[src/rtl/mc_ctrl_hs_if.sv]
// rtl/mc_ctrl_hs_if.sv - control/handshake bus between mc_ctrl_hs and the datapath/memories
//
// Groups the instruction/flag inputs, both memory req/ack handshakes and the
// datapath control strobes.
//   master : controller side (drives requests and strobes)
//   slave  : datapath/memory side (drives instr, compare and acks)
interface mc_ctrl_hs_if;
  logic [31:0] instr;
  logic [2:0]  compare;
  logic        imem_req;
  logic        imem_ack;
  logic        dmem_req;
  logic        dmem_ack;
  logic        pc_wr;
  logic        ir_wr;
  logic        reg_we;
  logic        mem_we;
  logic        alu_src;
  logic        br_valid;
  logic [1:0]  reg_dst;
  logic [1:0]  mem_to_reg;
  logic [1:0]  ext_op;
  logic [2:0]  jump;
  logic [3:0]  alu_op;

  modport master (
    input  instr, compare, imem_ack, dmem_ack,
    output imem_req, dmem_req, pc_wr, ir_wr, reg_we, mem_we, alu_src,
           br_valid, reg_dst, mem_to_reg, ext_op, jump, alu_op
  );

  modport slave (
    output instr, compare, imem_ack, dmem_ack,
    input  imem_req, dmem_req, pc_wr, ir_wr, reg_we, mem_we, alu_src,
           br_valid, reg_dst, mem_to_reg, ext_op, jump, alu_op
  );
endinterface

[src/rtl/mc_ctrl_hs.sv]
// rtl/mc_ctrl_hs.sv - handshaking multicycle MIPS control unit
//
// Sequences each instruction through IF/ID/EX/MA/WB, waiting on req/ack
// handshakes to the instruction and data memories, and drives the datapath
// control strobes combinationally from state, instr, compare and ack.
//   clk       : system clock, rising edge
//   rst       : asynchronous active-low reset
//   bus       : mc_ctrl_hs_if.master (instr/compare in, acks in, reqs and strobes out)
//   instr_cnt : retired-instruction counter, wraps modulo 2^CNT_W
//   trap      : sticky trap flag
// Optional feature macro MC_TRAP_EN: unsupported instructions and bus
// timeouts (TIMEOUT_CYC wait cycles) go to a terminal trap state. Without it
// unsupported instructions retire as NOPs and requests wait indefinitely.
module mc_ctrl_hs #(
  parameter int TIMEOUT_CYC = 16,
  parameter int CNT_W       = 32
) (
  input  logic             clk,
  input  logic             rst,
  mc_ctrl_hs_if.master     bus,
  output logic [CNT_W-1:0] instr_cnt,
  output logic             trap
);

  typedef enum logic [2:0] {
    S_IF   = 3'd0,
    S_ID   = 3'd1,
    S_EX   = 3'd2,
    S_MA   = 3'd3,
    S_WB   = 3'd4,
    S_TRAP = 3'd5
  } state_t;

  state_t state, next_state;

  logic [5:0] op, funct;
  assign op    = bus.instr[31:26];
  assign funct = bus.instr[5:0];

  logic unused_bits;
  assign unused_bits = ^{bus.instr[25:6], bus.compare[2:1]};

  logic is_r, i_addu, i_subu, i_and, i_or, i_slt, i_jr;
  logic i_addiu, i_ori, i_lui, i_lw, i_sw, i_beq, i_bne, i_j, i_jal;
  logic is_alu_r, is_imm, is_br, is_mem, supported;

  assign is_r    = (op == 6'h00);
  assign i_addu  = is_r && (funct == 6'h21);
  assign i_subu  = is_r && (funct == 6'h23);
  assign i_and   = is_r && (funct == 6'h24);
  assign i_or    = is_r && (funct == 6'h25);
  assign i_slt   = is_r && (funct == 6'h2A);
  assign i_jr    = is_r && (funct == 6'h08);
  assign i_addiu = (op == 6'h09);
  assign i_ori   = (op == 6'h0D);
  assign i_lui   = (op == 6'h0F);
  assign i_lw    = (op == 6'h23);
  assign i_sw    = (op == 6'h2B);
  assign i_beq   = (op == 6'h04);
  assign i_bne   = (op == 6'h05);
  assign i_j     = (op == 6'h02);
  assign i_jal   = (op == 6'h03);

  assign is_alu_r  = i_addu || i_subu || i_and || i_or || i_slt;
  assign is_imm    = i_addiu || i_ori || i_lui || i_lw || i_sw;
  assign is_br     = i_beq || i_bne;
  assign is_mem    = i_lw || i_sw;
  assign supported = is_alu_r || i_jr || is_imm || is_br || i_j || i_jal;

  // An ack only counts while its request is actually outstanding.
  logic imem_go, dmem_go;
  assign imem_go = bus.imem_req && bus.imem_ack;
  assign dmem_go = bus.dmem_req && bus.dmem_ack;

  logic bus_err;

`ifdef MC_TRAP_EN
  localparam int WCW = $clog2(TIMEOUT_CYC + 1);
  logic [WCW-1:0] wait_cnt;
  logic           waiting;

  assign waiting = (state == S_IF && bus.imem_req && !bus.imem_ack) ||
                   (state == S_MA && bus.dmem_req && !bus.dmem_ack);
  // Error only when the limit is reached and no ack shows up in that cycle.
  assign bus_err = waiting && (wait_cnt == WCW'(TIMEOUT_CYC));

  always_ff @(posedge clk or negedge rst) begin
    if (!rst) begin
      wait_cnt <= '0;
    end else if (imem_go || dmem_go ||
                 (next_state != state && (next_state == S_IF || next_state == S_MA))) begin
      wait_cnt <= '0;
    end else if (waiting && wait_cnt != WCW'(TIMEOUT_CYC)) begin
      wait_cnt <= wait_cnt + WCW'(1);
    end
  end

  assign trap = (state == S_TRAP);
`else
  localparam int unused_timeout = TIMEOUT_CYC;
  assign bus_err = 1'b0;
  assign trap    = 1'b0;
`endif

  // State register, request registers and retirement counter.
  always_ff @(posedge clk or negedge rst) begin
    if (!rst) begin
      state        <= S_IF;
      bus.imem_req <= 1'b0;
      bus.dmem_req <= 1'b0;
      instr_cnt    <= '0;
    end else begin
      state        <= next_state;
      bus.imem_req <= (next_state == S_IF);
      bus.dmem_req <= (next_state == S_MA);
      if (state != S_IF && next_state == S_IF)
        instr_cnt <= instr_cnt + CNT_W'(1);
    end
  end

  always_comb begin
    next_state = state;
    case (state)
      S_IF: begin
        if (imem_go)      next_state = S_ID;
        else if (bus_err) next_state = S_TRAP;
      end
      S_ID: begin
        if (i_jal)              next_state = S_WB;
        else if (i_j || i_jr)   next_state = S_IF;
        else if (supported)     next_state = S_EX;
        else begin
`ifdef MC_TRAP_EN
          next_state = S_TRAP;
`else
          next_state = S_IF;
`endif
        end
      end
      S_EX: begin
        if (is_br)       next_state = S_IF;
        else if (is_mem) next_state = S_MA;
        else             next_state = S_WB;
      end
      S_MA: begin
        if (dmem_go)      next_state = i_sw ? S_IF : S_WB;
        else if (bus_err) next_state = S_TRAP;
      end
      S_WB:    next_state = S_IF;
      S_TRAP:  next_state = S_TRAP;
      default: next_state = S_IF;
    endcase
  end

  always_comb begin
    bus.pc_wr      = 1'b0;
    bus.ir_wr      = 1'b0;
    bus.reg_we     = 1'b0;
    bus.mem_we     = 1'b0;
    bus.alu_src    = 1'b0;
    bus.br_valid   = 1'b0;
    bus.reg_dst    = 2'b00;
    bus.mem_to_reg = 2'b00;
    bus.ext_op     = 2'b00;
    bus.jump       = 3'b000;
    bus.alu_op     = 4'b0000;
    case (state)
      S_IF: begin
        if (imem_go) begin
          bus.ir_wr = 1'b1;
          bus.pc_wr = 1'b1;
        end
      end
      S_ID: begin
        if (i_j || i_jal) begin
          bus.pc_wr = 1'b1;
          bus.jump  = 3'b001;
        end else if (i_jr) begin
          bus.pc_wr = 1'b1;
          bus.jump  = 3'b010;
        end
      end
      S_EX: begin
        bus.alu_src = is_imm;
        if (i_addiu || is_mem) bus.ext_op = 2'b01;
        else if (i_lui)        bus.ext_op = 2'b10;
        if (i_subu || is_br)      bus.alu_op = 4'b0001;
        else if (i_and)           bus.alu_op = 4'b0010;
        else if (i_or || i_ori)   bus.alu_op = 4'b0011;
        else if (i_slt)           bus.alu_op = 4'b0100;
        else if (i_lui)           bus.alu_op = 4'b0101;
        if (is_br) begin
          bus.br_valid = 1'b1;
          bus.jump     = 3'b011;
          bus.pc_wr    = i_beq ? bus.compare[0] : ~bus.compare[0];
        end
      end
      S_MA: begin
        bus.mem_we = i_sw;
      end
      S_WB: begin
        bus.reg_we = 1'b1;
        if (i_jal) begin
          bus.reg_dst    = 2'b10;
          bus.mem_to_reg = 2'b10;
        end else if (is_r) begin
          bus.reg_dst = 2'b01;
        end else if (i_lw) begin
          bus.mem_to_reg = 2'b01;
        end
      end
      default: ;
    endcase
  end

endmodule

[src/flat_wrapper.sv]
// flat-port wrapper written by rule: the top's interface ports become plain ports
module mc_ctrl_hs_flat 
#(
  parameter int TIMEOUT_CYC = 16,
  parameter int CNT_W       = 32
)
  (clk, rst, instr_cnt, trap, bus_instr, bus_compare, bus_imem_ack, bus_dmem_ack, bus_imem_req, bus_dmem_req, bus_pc_wr, bus_ir_wr, bus_reg_we, bus_mem_we, bus_alu_src, bus_br_valid, bus_reg_dst, bus_mem_to_reg, bus_ext_op, bus_jump, bus_alu_op);
  mc_ctrl_hs_if bus_i ();
  input  logic clk;
  input  logic rst;
  output logic [CNT_W-1:0] instr_cnt;
  output logic trap;
  input wire logic [$bits(bus_i.instr)-1:0] bus_instr;
  input wire logic [$bits(bus_i.compare)-1:0] bus_compare;
  input wire logic [$bits(bus_i.imem_ack)-1:0] bus_imem_ack;
  input wire logic [$bits(bus_i.dmem_ack)-1:0] bus_dmem_ack;
  output wire logic [$bits(bus_i.imem_req)-1:0] bus_imem_req;
  output wire logic [$bits(bus_i.dmem_req)-1:0] bus_dmem_req;
  output wire logic [$bits(bus_i.pc_wr)-1:0] bus_pc_wr;
  output wire logic [$bits(bus_i.ir_wr)-1:0] bus_ir_wr;
  output wire logic [$bits(bus_i.reg_we)-1:0] bus_reg_we;
  output wire logic [$bits(bus_i.mem_we)-1:0] bus_mem_we;
  output wire logic [$bits(bus_i.alu_src)-1:0] bus_alu_src;
  output wire logic [$bits(bus_i.br_valid)-1:0] bus_br_valid;
  output wire logic [$bits(bus_i.reg_dst)-1:0] bus_reg_dst;
  output wire logic [$bits(bus_i.mem_to_reg)-1:0] bus_mem_to_reg;
  output wire logic [$bits(bus_i.ext_op)-1:0] bus_ext_op;
  output wire logic [$bits(bus_i.jump)-1:0] bus_jump;
  output wire logic [$bits(bus_i.alu_op)-1:0] bus_alu_op;
  assign bus_i.instr = bus_instr;
  assign bus_i.compare = bus_compare;
  assign bus_i.imem_ack = bus_imem_ack;
  assign bus_i.dmem_ack = bus_dmem_ack;
  assign bus_imem_req = bus_i.imem_req;
  assign bus_dmem_req = bus_i.dmem_req;
  assign bus_pc_wr = bus_i.pc_wr;
  assign bus_ir_wr = bus_i.ir_wr;
  assign bus_reg_we = bus_i.reg_we;
  assign bus_mem_we = bus_i.mem_we;
  assign bus_alu_src = bus_i.alu_src;
  assign bus_br_valid = bus_i.br_valid;
  assign bus_reg_dst = bus_i.reg_dst;
  assign bus_mem_to_reg = bus_i.mem_to_reg;
  assign bus_ext_op = bus_i.ext_op;
  assign bus_jump = bus_i.jump;
  assign bus_alu_op = bus_i.alu_op;
  mc_ctrl_hs #(.TIMEOUT_CYC(TIMEOUT_CYC), .CNT_W(CNT_W)) u_core (.clk(clk), .rst(rst), .bus(bus_i), .instr_cnt(instr_cnt), .trap(trap));
endmodule
[config.mk]
export PLATFORM = sky130hd
export DESIGN_NAME = mc_ctrl_hs_flat
export DESIGN_NICKNAME = d
export VERILOG_FILES = /design/src/rtl/mc_ctrl_hs_if.sv /design/src/rtl/mc_ctrl_hs.sv /design/src/flat_wrapper.sv
export SDC_FILE = /design/constraint.sdc
export NUM_CORES = 1
export LEC_CHECK = 0
export CORE_AREA = 2 2 69 71
export CTS_CLUSTER_DIAMETER = 150
export CTS_CLUSTER_SIZE = 8
export DETAILED_ROUTE_END_ITERATION = 10
export DIE_AREA = 0 0 71 73
export DONT_BUFFER_PORTS = 1
export GPL_ROUTABILITY_DRIVEN = 0
export MAX_ROUTING_LAYER = met4
export PLACE_DENSITY = 0.87
export RECOVER_POWER = 25
export SYNTH_ARGS = -nofsm -noshare
export SYNTH_HDL_FRONTEND = slang
export SYNTH_SLANG_ARGS = --single-unit
[constraint.sdc]
create_clock -name clk -period 2.1 [get_ports clk]
set_input_delay 0.21 -clock clk [delete_from_list [all_inputs] [get_ports clk]]
set_output_delay 0.21 -clock clk [all_outputs]
set_load 0.01 [all_outputs]
* Yosys cells after proc, flatten, opt, wreduce, memory -nomap -nowiden *
Cells that the tools add are included.

storage, ports and cells
  bits in registers = 37
  latch bits = 0
  RAM bits = 0
  memory bits (read-only) = 0
  input port bits = 39
  output and inout port bits = 54
  logic and storage cells = 101
  memories = 0

operators by class
  $add $sub $neg = 1
  multipliers = 0
  div/mod/pow operators = 0
  order comparisons = 0
  equal/unequal tests = 21
  shifts and indexed selects = 0
  multiplexer cells = 41
  bitwise logic cells = 1
  reduce and logical (&&, ||, !) cells = 33

operator list
  operator                                             count
  equality test 6 bit, second input constant           7
  adder 32 x 1 -> 32 bit, second input constant        1
  two-way mux 3 bit                                    9
  equality test 6 x 4 -> 1 bit, second input constant  4
  two-way mux 2 bit                                    11
  logical OR 1 bit                                     20
  two-way mux 4 bit                                    5
  case mux 3 bit (5 select lines)                      1
  two-way mux 1 bit                                    13
  equality test 6 x 2 -> 1 bit, second input constant  2
  equality test 6 x 3 -> 1 bit, second input constant  2
  equality test 3 x 2 -> 1 bit, second input constant  3
  logical AND 1 bit                                    9
  equality test 3 bit, second input constant           2
  zero test 3 bit                                      2
  zero test 6 bit                                      1
  case mux 3 bit (2 select lines)                      1
  equality test 3 x 1 -> 1 bit, second input constant  1
  case mux 1 bit (3 select lines)                      1
  nonzero test 3 bit                                   1
  NOT 1 bit                                            1

* Longest topological paths before layout *
Gate-level depths: netlist of run 1.

  depth after elaboration = 17
  gate-level depth with buffers = 8
  depth with buffers taken out = 6

* Worst setup path before layout of run 1 *
Ideal clock, no wire load.

  path type = reg2reg
  start point = reg u_core.state[1]
  end point = reg u_core.instr_cnt[1]
  setup time = 0.128 ns
  arrival = 1.783 ns
  data required time = 1.972 ns
  slack = 0.189 ns
  stages on the path, launching flop included = 9
  buffers on the path = 2
  period minus slack after synthesis = 1.911 ns
  cell sequence = dfrtp_1 buf_2 nor3b_1 and3_1 a221oi_2 nor2_2 buf_6 nor3_2 mux2_1

between the ends
  longest elaborated chain between the ends = 4
  elaborated cells between the ends (all ways) = 11
  classes of those cells = eq/ne: 4; mux: 3; reduce/logical: 4

ends and longest elaborated chain
  what                                         line               text
  start, declared                              mc_ctrl_hs.sv:34   state_t state, next_state;
  start signal, assigned                       mc_ctrl_hs.sv:113  state <= next_state;
  equality test 3 bit (tied with other cells)  mc_ctrl_hs.sv:123  case (state)
  case mux 3 bit (5 select lines)              mc_ctrl_hs.sv:123
  zero test 3 bit                              mc_ctrl_hs.sv:116  if (state != S_IF && next_state == S_IF)
  logical AND 1 bit *                          mc_ctrl_hs.sv:116
  end signal, assigned                         mc_ctrl_hs.sv:117  instr_cnt <= instr_cnt + CNT_W'(1);
  end, declared                                mc_ctrl_hs.sv:21   output logic [CNT_W-1:0] instr_cnt,

Every way passes the cells marked *; elsewhere a longest branch is shown, timed or not.
A chain may end at the register's enable or synchronous reset.

* Worst setup path in the final report of run 1 *
  start point = reg u_core.state[1]
  end point = reg u_core.instr_cnt[30]

Same word-level chain as after synthesis.

==> flow_summary.yaml, run 1 <==
grt:
  global_route_wire_length_before_repair_um: 9810
  grt_antenna_before_repair: 0
  grt_total_usage: 0.247
  grt_pass1_vias: 2103
  grt_start_max_net_pins: 38
  grt-ovfl-total: 0
timing:
  maxSlewHeadroom: 0.404
  fmaxAchievable_mhz: 503
  final_max_slew_viol_count: 0
  fin_setup_tns_ns: 0
  setup-violations-final: 0
  finalCritPeriodShare: 0.947
  worst_slack_ns: 0.111
  worst_slew_pin_slew_ns: 0.895
  timing.final.crit_period_ns: 1.99
  worst_clock_skew_ns: 0.00565
  timing.final.hold_violations: 0
final_layout:
  area.growth.synth_to_final_pct: 9.30
  post_route_design_area_mm2: 0.00299
  num_antenna_cells: 0
  num-nets-final: 315
  drive_gt1_frac: 0.254
  final_core_utilization: 0.658
setup_path:
  crit_path_max_fanout: 9
  worst_ep_arrival_time_ns: 2.15
  crit_path_start: "u_core.state[1]$_DFF_PN0_"
  timing.rr.start: "u_core.state[1]$_DFF_PN0_"
  worstSetupPathType: "reg -> reg"
  setup.worst_path.start_class: "flop"
  ff2ff_path_depth: 7
  r2r_slack_ns: 0.11
  cp.required_ns: 2.26
  crit_path_end_kind: "flop"
  reg2reg_to: "u_core.instr_cnt[30]$_DFFE_PN0P_"
detailed_routing:
  route.vias.total: 2069
  drt_pass1_iterations: 4
  vias_per_cell: 6.27
  route.detailed.wl_per_inst_um: 18.1
  detail-route-antenna-nets: 0
  drc: 0
  wl_um: 5990
  drt_iter0_markers: 91
die:
  horizontal_die_dimension_um: 71
  floorplan.initialDensity: 0.602
  io_pins: 93
  std_cell_rows: 25
  floorplan.die_area_mm2: 0.00518
  die_height_um: 73
  fp.coreArea_mm2: 0.00454
synth:
  number_of_synthesized_register_bits: 37
  synth-edff-count: 0
  synthArstFlopShare: 1.00
  synth.cell_area_mm2: 0.00273
  yosysSeqAreaShare: 0.339
  postSynthAreaPerCell_um2: 10.5
  synth_top_cell_area_share: 0.339
  netlist_instances: 261
  post-synth-top-area-cell: "sky130_fd_sc_hd__dfrtp_1"
  ys_dominant_reg_cell: "sky130_fd_sc_hd__dfrtp_1"
  post-synth-top-count-cell: "sky130_fd_sc_hd__dfrtp_1"
  post_synth_num_cell_types: 49
  synth.top_cells.by_area: "sky130_fd_sc_hd__dfrtp_1, sky130_fd_sc_hd__xor2_1, sky130_fd_sc_hd__nor4_2"
  synthesis.yosys.warnings: 0
  synth_top_cells_by_count: "sky130_fd_sc_hd__dfrtp_1, sky130_fd_sc_hd__xor2_1, sky130_fd_sc_hd__nand2_1, sky130_fd_sc_hd__nand3_1, sky130_fd_sc_hd__nor4_2"
clock_network:
  cts_inserted_buffers: 5
  ctsRootBufferMaster: "sky130_fd_sc_hd__clkbuf_8"
  clk_path_buf_depth: 2
  cts_tree: "yes"
  worst_setup_hold_path_clk_slew_ns: 0.07
  clk-insertion-delay-late_ns: 0.29
  maximum_level_of_the_cts_h_tree: 2
  cts_sinks: 37
run_status:
  run_status: "complete, no violations"
pwr:
  irDropWorstVdd_v: 0.000712
  total_leakage_power_nw: 1.02
  power.total_mw: 3.18
  powerDensity_mw_per_mm2: 1070
hold_path:
  hp-class: "in -> reg"
  hold_path_depth: 2
  timing.hold.worst_endpoint: "u_core.bus.dmem_req$_DFF_PN0_"
  worst_hold_startpoint: "bus_dmem_ack"
placement:
  preCtsSetupSlack_ns: 0.0862
  portBuffers: 0
  detailed_place_hpwl_um: 4430
  post_dp_cell_area_mm2: 0.00287
run:
  cap_violations: 0
sequential cells by signal, indices dropped and copies added, names as in the netlist:
register	cells
u_core.bus.dmem_req	1
u_core.bus.imem_req	1
u_core.instr_cnt	32
u_core.state	3
logic make-up (layout without fill, tap and decap cells):
kind of cell / Yosys count / after routing / share of synthesized area
compound gates: 24 / 24 / 0.0738
flops: 37 / 37 / 0.339
buf+inv: 23 / 36 / 0.0618
xor+xnor: 33 / 33 / 0.106
other cells: 1 / 3 / 0.00137
mux: 1 / 1 / 0.00412
simple gates: 141 / 141 / 0.410
fa+ha+maj: 1 / 1 / 0.00458
critical path, stage by stage, from the launching register on:
cell and delay (ns):
sky130_fd_sc_hd__dfrtp_1 0.44, sky130_fd_sc_hd__nor3b_1 0.27, sky130_fd_sc_hd__and3_1 0.26, sky130_fd_sc_hd__a221oi_4 0.09, sky130_fd_sc_hd__nor2_4 0.31, sky130_fd_sc_hd__buf_4 0.26, sky130_fd_sc_hd__nor4b_4 0.07, sky130_fd_sc_hd__xor2_1 0.16
metal layers:
| metal | part of all wire | GRT usage | vias to the layer above | wire, um |
|---|---|---|---|---|
| li1 | - | - | 980 | - |
| met1 | 0.41 | 0.287 | 995 | 2480 |
| met2 | 0.49 | 0.397 | 83 | 2910 |
| met3 | 0.077 | 0.0843 | 11 | 463 |
| met4 | 0.021 | 0.0964 | 0 | 124 |
| met5 | 0 | - | - | 0 |
cell usage in the layout, fill, tap and decap left out, types with 7 or more instances in the layout:
cell type,Yosys,final
sky130_fd_sc_hd__dfrtp_1,37,36
sky130_fd_sc_hd__xor2_1,32,32
sky130_fd_sc_hd__nand2_1,18,18
sky130_fd_sc_hd__nand3_1,18,18
sky130_fd_sc_hd__buf_4,9,18
sky130_fd_sc_hd__nor4_2,16,16
sky130_fd_sc_hd__and3_1,13,13
sky130_fd_sc_hd__nor2_1,12,12
sky130_fd_sc_hd__nor3_1,9,9
sky130_fd_sc_hd__nand4_1,8,8
sky130_fd_sc_hd__nor4b_4,7,7
where the power goes:
part,switching (mW),total (mW),internal [mW]
Sequential,0.239,1.12,0.878
Combinational,0.953,1.59,0.633
Clock,0.244,0.480,0.236
cell type report:
| type | instances | area, um2 |
|---|---|---|
| inverters | 4 | 15.0 |
| well taps | 54 | 67.6 |
| clock buffers | 8 | 80.1 |
| fillers | 352 | 1550 |
| multi-input cells | 203 | 1670 |
| flip-flops and latches | 37 | 927 |
| repair buffers | 24 | 230 |
metrics by stage:
step / hold slack (ns) / cells
3_5_place_dp: -0.0849 / 320
4_1_cts: 0.234 / 330
5_1_grt: 0.251 / 330
6_report: 0.241 / 330
2_1_floorplan: -0.0856 / 263
3_3_place_gp: -0.0850 / 320
repair_timing:
action,4_1_cts,5_1_grt
endpoints found under the hold margin,37,0
resized for setup,0,4
hold buffers,2,0
setup buffers,0,0
setup endpoints to repair,0,10
worst max-delay path by stage:
| stage | to | slack [ns] | cells after the start |
|---|---|---|---|
| floorplan | u_core.instr_cnt[1]$_DFFE_PN0P_ | 0.19 | 8 |
| global placement | u_core.instr_cnt[19]$_DFFE_PN0P_ | 0.13 | 7 |
| detailed placement | u_core.instr_cnt[30]$_DFFE_PN0P_ | 0.09 | 6 |
| CTS | u_core.instr_cnt[30]$_DFFE_PN0P_ | 0.07 | 6 |
| global route | u_core.instr_cnt[30]$_DFFE_PN0P_ | -0.002 | 7 |
| finish | u_core.instr_cnt[30]$_DFFE_PN0P_ | 0.11 | 7 |
(Power assumes the default switching activity.)
==> run 2, diff against run 1 <==
==> constraint.sdc (replaced) <==
create_clock -name clk -period 2.2 [get_ports clk]
set_input_delay 0.22 -clock clk [delete_from_list [all_inputs] [get_ports clk]]
set_output_delay 0.22 -clock clk [all_outputs]
set_load 0.01 [all_outputs]
==> flow_summary.yaml, run 2 (synthesized netlist as in run 1, its figures left out) <==
timing:
  worst_clock_skew_ns: 0.00333
  rsz0062_at_grt: "no"
  fmaxAchievable_mhz: 477
  timing.final.hold_violations: 0
  worst_slew_pin_slew_ns: 0.914
  maxSlewHeadroom: 0.391
  setup-violations-final: 0
  fin_setup_tns_ns: 0
  final_max_slew_viol_count: 0
  hold-worst-slack_ns: 0.242
  timing.final.crit_period_ns: 2.10
  finalCritPeriodShare: 0.953
final_layout:
  drive_gt1_frac: 0.245
  num_antenna_cells: 0
  max_flop_register: "u_core.instr_cnt"
  final_common_cell: "sky130_fd_sc_hd__dfrtp_1"
  num-nets-final: 309
  finalNonFillerCells: 323
  fillCellCount: 345
  commonest_non_fill_non_tap_cells_in_the_layout: "sky130_fd_sc_hd__dfrtp_1, sky130_fd_sc_hd__xor2_1, sky130_fd_sc_hd__nand2_1, sky130_fd_sc_hd__nand3_1, sky130_fd_sc_hd__nor4_2"
  area.growth.synth_to_final_pct: 8.47
  largestRegisters: "u_core.instr_cnt (32), u_core.state (3)"
  post_route_design_area_mm2: 0.00296
  largest_register_ff_count: 32
detailed_routing:
  route.vias.total: 2073
  wl_um: 6050
  vias_per_cell: 6.42
  drt_pass1_iterations: 4
  drc: 0
  drt_iter0_markers: 128
  route.detailed.wl_per_inst_um: 18.7
  detail-route-antenna-nets: 0
setup_path:
  crit_path_end_kind: "flop"
  reg2reg_to: "u_core.instr_cnt[31]$_DFFE_PN0P_"
  ff2ff_path_depth: 8
  crit_path_max_fanout: 9
  worst_ep_arrival_time_ns: 2.30
  cp.required_ns: 2.41
  setup.worst_path.start_class: "flop"
  crit_path_start: "u_core.state[0]$_DFF_PN0_"
  endpoint: "u_core.instr_cnt[31]$_DFFE_PN0P_"
  r2r_slack_ns: 0.10
  worstSetupPathType: "reg -> reg"
  timing.rr.start: "u_core.state[0]$_DFF_PN0_"
pwr:
  powerDensity_mw_per_mm2: 1050
  p_int_mw: 1.73
  pwr-share-comb: 0.495
  netSwitchingPower_mw: 1.39
  share_seq_of_total_power: 0.350
  switching_share: 0.447
  total_leakage_power_nw: 1.00
  clkPwrFrac: 0.155
  irDropWorstVdd_v: 0.000626
grt:
  grt_pass1_vias: 2085
  grt_total_usage: 0.251
  global_route_wire_length_before_repair_um: 9900
  grt_antenna_before_repair: 0
  grt_start_max_net_pins: 38
  grt-ovfl-total: 0
clock_network:
  worst_setup_hold_path_clk_slew_ns: 0.07
  cts_sinks: 37
  maximum_level_of_the_cts_h_tree: 2
  clk-insertion-delay-late_ns: 0.29
  ctsRootBufferMaster: "sky130_fd_sc_hd__clkbuf_8"
  cts_tree: "yes"
  cts_inserted_buffers: 5
  clk_path_buf_depth: 2
die:
  fp.coreArea_mm2: 0.00454
  horizontal_die_dimension_um: 71
  floorplan.initialDensity: 0.602
  die_height_um: 73
  io_pins: 93
  floorplan.die_area_mm2: 0.00518
  std_cell_rows: 25
placement:
  post_dp_cell_area_mm2: 0.00280
  detailed_place_hpwl_um: 4390
  dp_cells: 312
  portBuffers: 0
run_status:
  run_status: "complete, no violations"
run:
  cap_violations: 0
hold_path:
  hp-class: "in -> reg"
==> run 2: critical path: stages, from the launching register on <==
cell and delay (ns):
sky130_fd_sc_hd__dfrtp_1 0.43, sky130_fd_sc_hd__nor3b_1 0.17, sky130_fd_sc_hd__and3_4 0.22, sky130_fd_sc_hd__a221oi_4 0.32
sky130_fd_sc_hd__nor2_4 0.07, sky130_fd_sc_hd__buf_12 0.15, sky130_fd_sc_hd__buf_4 0.17, sky130_fd_sc_hd__nor4b_4 0.26
sky130_fd_sc_hd__xor2_1 0.22
==> run 2: worst min path at each step <==
stage	startpoint	end	slack (ns)	depth (start not counted)
2_1_floorplan	rst	u_core.bus.dmem_req$_DFF_PN0_	-0.08	0
3_3_place_gp	rst	u_core.instr_cnt[29]$_DFFE_PN0P_	-0.08	0
3_5_place_dp	rst	u_core.instr_cnt[27]$_DFFE_PN0P_	-0.07	0
4_1_cts	bus_dmem_ack	u_core.bus.dmem_req$_DFF_PN0_	0.24	2
5_1_grt	bus_dmem_ack	u_core.bus.dmem_req$_DFF_PN0_	0.25	2
6_report	bus_dmem_ack	u_core.bus.dmem_req$_DFF_PN0_	0.24	2
==> run 2: power groups by stage <==
stage,clock network (mW),registers (mW),logic [mW]
finish,0.484,1.09,1.55
global route,0.524,1.12,1.66
CTS,0.494,1.09,1.41
detailed placement,0,1.10,1.39
global placement,0,1.09,1.34
floorplan,0,1.05,1.04
==> run 2: area by class of cell <==
cell class,instances,area [um2],share of cell area
Clock buffer,7,86.3,0.0291
Inverter,4,15.0,0.00507
Multi-Input combinational cell,203,1680,0.568
Sequential cell,37,926,0.313
Tap cell,54,67.6,0.0228
Timing Repair Buffer,18,185,0.0625
==> run 2: repair_timing <==
action,4_1_cts,5_1_grt
setup endpoints to repair,0,9
gates resized for setup,0,6
endpoints found under the hold margin,37,0
setup buffers,0,2
hold buffers,2,0
==> run 2: layer usage <==
metal | track usage | part of all wire | up-vias | wire length (um)
met1 | 0.300 | 0.41 | 1016 | 2470
met2 | 0.410 | 0.50 | 81 | 3060
li1 | - | - | 963 | -
met4 | 0.0901 | 0.021 | 0 | 126
met5 | - | 0 | - | 0
met3 | 0.0704 | 0.066 | 13 | 401
==> run 2: per-stage QoR <==
| stage | setup slack, ns | power (mW) | util |
|---|---|---|---|
| final | 0.104 | 3.12 | 0.653 |
| after global routing | 0.0202 | 3.30 | 0.653 |
| after floorplan | 0.289 | 2.09 | - |
| after global placement | 0.178 | 2.43 | 0.617 |
| after CTS | 0.0116 | 3.00 | 0.643 |
| after detailed placement | 0.0597 | 2.49 | 0.617 |
